**config.mk**
```make
export PLATFORM = sky130hd
export DESIGN_NAME = hazard_ctrl
export DESIGN_NICKNAME = d
export VERILOG_FILES = /design/src/rtl/hazard_ctrl.sv
export SDC_FILE = /design/constraint.sdc
export NUM_CORES = 1
export LEC_CHECK = 0
export CORE_MARGIN = 2
export CORE_UTILIZATION = 35
export CTS_CLUSTER_SIZE = 8
export DETAILED_ROUTE_END_ITERATION = 6
export GPL_ROUTABILITY_DRIVEN = 1
export PLACE_DENSITY_LB_ADDON = 0.12
export SLEW_MARGIN = 20
export SYNTH_ARGS = -nofsm -noshare
export SYNTH_HDL_FRONTEND = slang
export SYNTH_SLANG_ARGS = --single-unit
```
**constraint.sdc**
```tcl
create_clock -name clock -period 2.9 [get_ports clock]
set_clock_uncertainty 0.05 [all_clocks]
set_input_delay 0.725 -clock clock [delete_from_list [all_inputs] [get_ports clock]]
set_output_delay 0.725 -clock clock [all_outputs]
set_load 0.1 [all_outputs]
```
**src/rtl/hazard_ctrl.sv**
```systemverilog
// hazard_ctrl: pipeline stall/bubble/flush sequencing for load-use, ID redirects and data-memory waits.
module hazard_ctrl #(
  parameter int LOAD_STALL_CYCLES = 1,
  parameter int MEM_TIMEOUT = 255,
  parameter int CNT_WIDTH = 16
) (
  input  logic                 clock,
  input  logic                 reset,
  input  logic [4:0]           rs_ID,
  input  logic [4:0]           rt_ID,
  input  logic                 use_rs_ID,
  input  logic                 use_rt_ID,
  input  logic                 load_EXE,
  input  logic [4:0]           num_write_EXE,
  input  logic                 redirect_ID,
  input  logic                 dm_busy,
  output logic                 pc_en,
  output logic                 if_id_en,
  output logic                 if_id_flush,
  output logic                 id_exe_en,
  output logic                 id_exe_bubble,
  output logic                 exe_mem_en,
  output logic                 mem_wb_bubble,
  output logic [CNT_WIDTH-1:0] stall_cnt,
  output logic [CNT_WIDTH-1:0] flush_cnt,
  output logic                 timeout_err
);
  typedef enum logic [1:0] {RUN, LOAD_STALL, MEM_WAIT} state_t;
  state_t state;
  logic [3:0] ls_cnt;
  logic [15:0] wait_cnt;
  logic lu, eff_ls, live, stall, run;
  assign lu = load_EXE && num_write_EXE != 5'd0 &&
              ((use_rs_ID && rs_ID == num_write_EXE) || (use_rt_ID && rt_ID == num_write_EXE));
  // leaving MEM_WAIT resumes an interrupted load stall if one was pending
  assign eff_ls = state == LOAD_STALL || (state == MEM_WAIT && ls_cnt != 4'd0);
  always_comb begin
    live = !reset && !dm_busy;
    stall = live && (eff_ls || lu);
    run = live && !stall;
    pc_en = run;
    if_id_en = run;
    if_id_flush = run && redirect_ID;
    id_exe_en = live;
    id_exe_bubble = stall;
    exe_mem_en = live;
    mem_wb_bubble = !reset && dm_busy;
  end
  always_ff @(posedge clock) begin
    if (reset) begin
      state <= RUN;
      ls_cnt <= 4'd0;
      wait_cnt <= 16'd0;
      stall_cnt <= '0;
      flush_cnt <= '0;
      timeout_err <= 1'b0;
    end else begin
      if (dm_busy) begin
        state <= MEM_WAIT;
        if (wait_cnt != 16'hFFFF) wait_cnt <= wait_cnt + 16'd1;
        if (int'({16'd0, wait_cnt}) >= MEM_TIMEOUT - 1) timeout_err <= 1'b1;
      end else begin
        wait_cnt <= 16'd0;
        if (eff_ls) begin
          ls_cnt <= ls_cnt - 4'd1;
          state <= ls_cnt == 4'd1 ? RUN : LOAD_STALL;
        end else if (lu && LOAD_STALL_CYCLES > 1) begin
          ls_cnt <= 4'(LOAD_STALL_CYCLES - 1);
          state <= LOAD_STALL;
        end else begin
          state <= RUN;
        end
      end
      if (!pc_en && stall_cnt != '1) stall_cnt <= stall_cnt + 1'b1;
      if (if_id_flush && flush_cnt != '1) flush_cnt <= flush_cnt + 1'b1;
    end
  end
endmodule

```
==> impl_metrics.toml <==
[run_status]
status = "completed"

[detailed_routing]
wire_per_inst_um = 12.65
drc = 0
drt_pre_antenna_iters = 4
ant_nets = 0
routed_wl_um = 6628
drt_iter0_drc = 92
via_per_inst = 5.053
vias = 2648

[worst_setup_path]
crit_fanout = 3
cp_cell_sequence = "buf_2 > or4_4 > o21a_4 > a21boi_4 > and2_4 > buf_12"
r2r-end = "stall_cnt[9]$_SDFFE_PP0P_"
rr_worst_depth = 11
arrival_ns = 2.07
cp-end-kind = "primary output"
crit_buf_inv = 2
r2r_start = "ls_cnt[0]$_SDFFE_PP0P_"
cpMaxStageDelayCell = "or4_4"
cp.required_ns = 2.12
start_kind = "primary input"
crit_family = "simple AND/OR/NAND/NOR gates"
cp_slowest_stage_delay_ns = 0.53
path_class = "in2out"
reg2reg_setup_slack_ns = 0.63

[run]
maxCapViolations = 0

[power_and_ir_drop]
power_switching_uw = 428.7
power_leakage_nw = 1.464
total_power_mw = 1.508
powerDensity_nw_per_um2 = 386.0
vdd_ir_drop_max_v = 0.0002107
power.internal_mw = 1.079
power.share.clock_pct = 29.2
seqPwrFrac_pct = 52.0
comb_power_share_pct = 18.7
sw_frac_of_total_pct = 28.44

[logic_synthesis]
synth_nets = 362
netlist_area_um2 = 2890
ys.flop_type = "dfxtp_1"
syn_avg_cell_area_um2 = 8.654
synth_edf_count = 0
synthCells = 334
yosys.area.top_type_share_pct = 38.10
synth_top_cell_by_area = "dfxtp_1"
synth_seq_area_share_pct = 38.10
ys_seq_elements = 55
synth_cell_types = 55
async_reset_ff_share_pct = 0
ys.warnings.count = 0
synth.area.top_cells = "dfxtp_1 38%, xnor2_1 7.0%, nor2_1 5.3%"

[placed_design]
dp_slack_ns = -0.3548
dp_cells = 513
io_buffers = 61
dpl.hpwl_um = 4889
globalplace.congestion = 0.8496
placed_area_um2 = 3801

[clock_tree]
clk_pin_slew_ns = 0.09
cts_tree = "yes"
clock-root-buffer = "clkbuf_8"
cts_buffers = 5
insertion_delay_ns = 0.30
cts-hold-fix-buffers = 0
clock_sinks = 55
cts_max_path_buffers = 2
htreeDepth = 2

[sta]
finalMaxSlewViolations = 0
hold_viol_final = 0
final-setup-viol-count = 0
period_share_pct = 98.22
tightest_slew_ns = 0.4583
fin_crit_ns = 2.848
slew_headroom_pct = 69.36
fmax_mhz = 351.1
final.setup.worst_slack_ns = 0.05169
rsz0062_at_grt = "no"

[grt]
use_met1_pct = 19.84
antenna_found_initial = 0
use_met2_pct = 25.59
first_global_vias = 2511
globalRouteOverflowTotal = 0
grtUsageTotal_pct = 15.28
grtUsageMet3_pct = 3.432
grt_max_degree = 44
grt_pass1_wl_um = 11170
grt_busiest_layer = "met2"

[worst_hold_path]
hp-class = "reg2reg"
worstHoldStart = "timeout_err$_SDFFE_PP0P_"
hold_depth = 2
whs_endpoint = "timeout_err$_SDFFE_PP0P_"

[die]
rows = 33
design.die.area_um2 = 9001
die_width_um = 94.88
core_area_um2 = 8093
initial_core_util_pct = 35.71
die_y_um = 94.88
ios = 62

[cells_and_area]
fin_cells = 524
layout_commonest_cell = "buf_4"
drive_gt1_share_pct = 25.06
final_util_pct = 48.27
finalInstanceArea_um2 = 3906
n_antenna_cell = 0
nNetsFinal = 446
syn2layout_area_growth_pct = 35.15
final_cell_mix = "57 x buf_4, 53 x dfxtp_1, 41 x nor2_1"
## cells by family (layout without fill, tap and decap cells)
family                     count (synthesis)  after routing  synth area share, %
buffers and inverters                     28            113                4.848
adders and majority gates                  6              6                2.597
and+or+nand+nor                          142            142                25.67
DFF                                       55             55                38.10
AOI/OAI and AO/OA                         64             64                16.49
xor gates and xnor gates                  32             32                9.697
muxes                                      7              7                2.597
## worst reg2reg max path, delay by kind of cell, from the launching register on
| kind | cells | cell delay, ns |
|---|---|---|
| simple gates | 3 | 0.75 |
| buf+inv | 4 | 0.50 |
| fa+ha+maj | 1 | 0.21 |
| flops | 1 | 0.40 |
| compound gates | 3 | 0.30 |
## how the worst max path moves through the flow
stage / to / cells after the start / slack [ns] / startpoint
2_1_floorplan: if_id_flush / 5 / -0.68 / reset
6_report: if_id_flush / 6 / 0.05 / num_write_EXE[3]
3_3_place_gp: if_id_en / 6 / -0.33 / num_write_EXE[1]
5_1_grt: if_id_flush / 6 / 0.01 / num_write_EXE[3]
3_5_place_dp: if_id_flush / 6 / -0.35 / num_write_EXE[1]
4_1_cts: if_id_flush / 6 / 0.002 / num_write_EXE[1]
## layer usage
layer / up-vias / share of wire (%)
met1: 1223 / 47
li1: 1367 / -
met4: 0 / 0.57
met2: 56 / 46
met3: 2 / 6.0
met5: - / 0
## power by group through the flow
| stage | clock network (mW) | logic (mW) | registers, mW |
|---|---|---|---|
| after floorplan | 0 | 0.138 | 0.843 |
| after global placement | 0 | 0.286 | 0.802 |
| after detailed placement | 0 | 0.287 | 0.802 |
| after CTS | 0.466 | 0.285 | 0.785 |
| after global routing | 0.495 | 0.303 | 0.787 |
| final | 0.441 | 0.283 | 0.784 |
## cell type report
class	instances	area [um2]
Clock buffer	7	86.33
Clock inverter	1	8.758
Fill cell	830	4187
Inverter	16	60.06
Multi-Input combinational cell	251	1697
Sequential cell	55	1104
Tap cell	105	131.4
Timing Repair Buffer	89	819.5
## stage by stage
stage / hold WS (ns) / setup TNS, ns
2_1_floorplan: 0.4407 / -1.923
3_3_place_gp: 0.4093 / -3.025
3_5_place_dp: 0.4112 / -3.618
4_1_cts: 0.4422 / 0
5_1_grt: 0.4818 / 0
6_report: 0.4284 / 0
## state kept, by name, summed over array words and instances (netlist names)
register / cells
stall_cnt: 16
state: 2
flush_cnt: 16
wait_cnt: 16
ls_cnt: 4
timeout_err: 1
## repair_timing
item | CTS | global route
hold endpoints to repair | 0 | 0
gates resized for setup | 27 | 3
pin swaps | 15 | 3
setup endpoints to repair | 4 | 4
buffers inserted | 2 | 1
## synth_stat cells, types with 2 or more instances
| library cell | count |
|---|---|
| dfxtp_1 | 55 |
| nor2_1 | 41 |
| xnor2_1 | 23 |
| a21oi_1 | 22 |
| nand2_1 | 22 |
| inv_1 | 16 |
| nand3_1 | 15 |
| nand4_1 | 13 |
| xor2_1 | 9 |
| or3_1 | 8 |
| ha_1 | 6 |
| nor4_1 | 6 |
| or4_1 | 6 |
| a211oi_1 | 5 |
| and3_1 | 5 |
| clkbuf_1 | 5 |
| nor3_1 | 5 |
| o21ai_0 | 5 |
| o31ai_1 | 5 |
| and4_1 | 4 |
| mux2_2 | 4 |
| nor2b_1 | 4 |
| a21boi_0 | 3 |
| and2_1 | 3 |
| mux2i_1 | 3 |
| nand2b_1 | 3 |
| a2111oi_2 | 2 |
| a21o_1 | 2 |
| a31o_2 | 2 |
| a31oi_1 | 2 |
| buf_4 | 2 |
| buf_6 | 2 |
| nor4b_1 | 2 |
| o2111ai_1 | 2 |
| o21ai_1 | 2 |
Note: power is estimated with default switching activity, not from simulation.
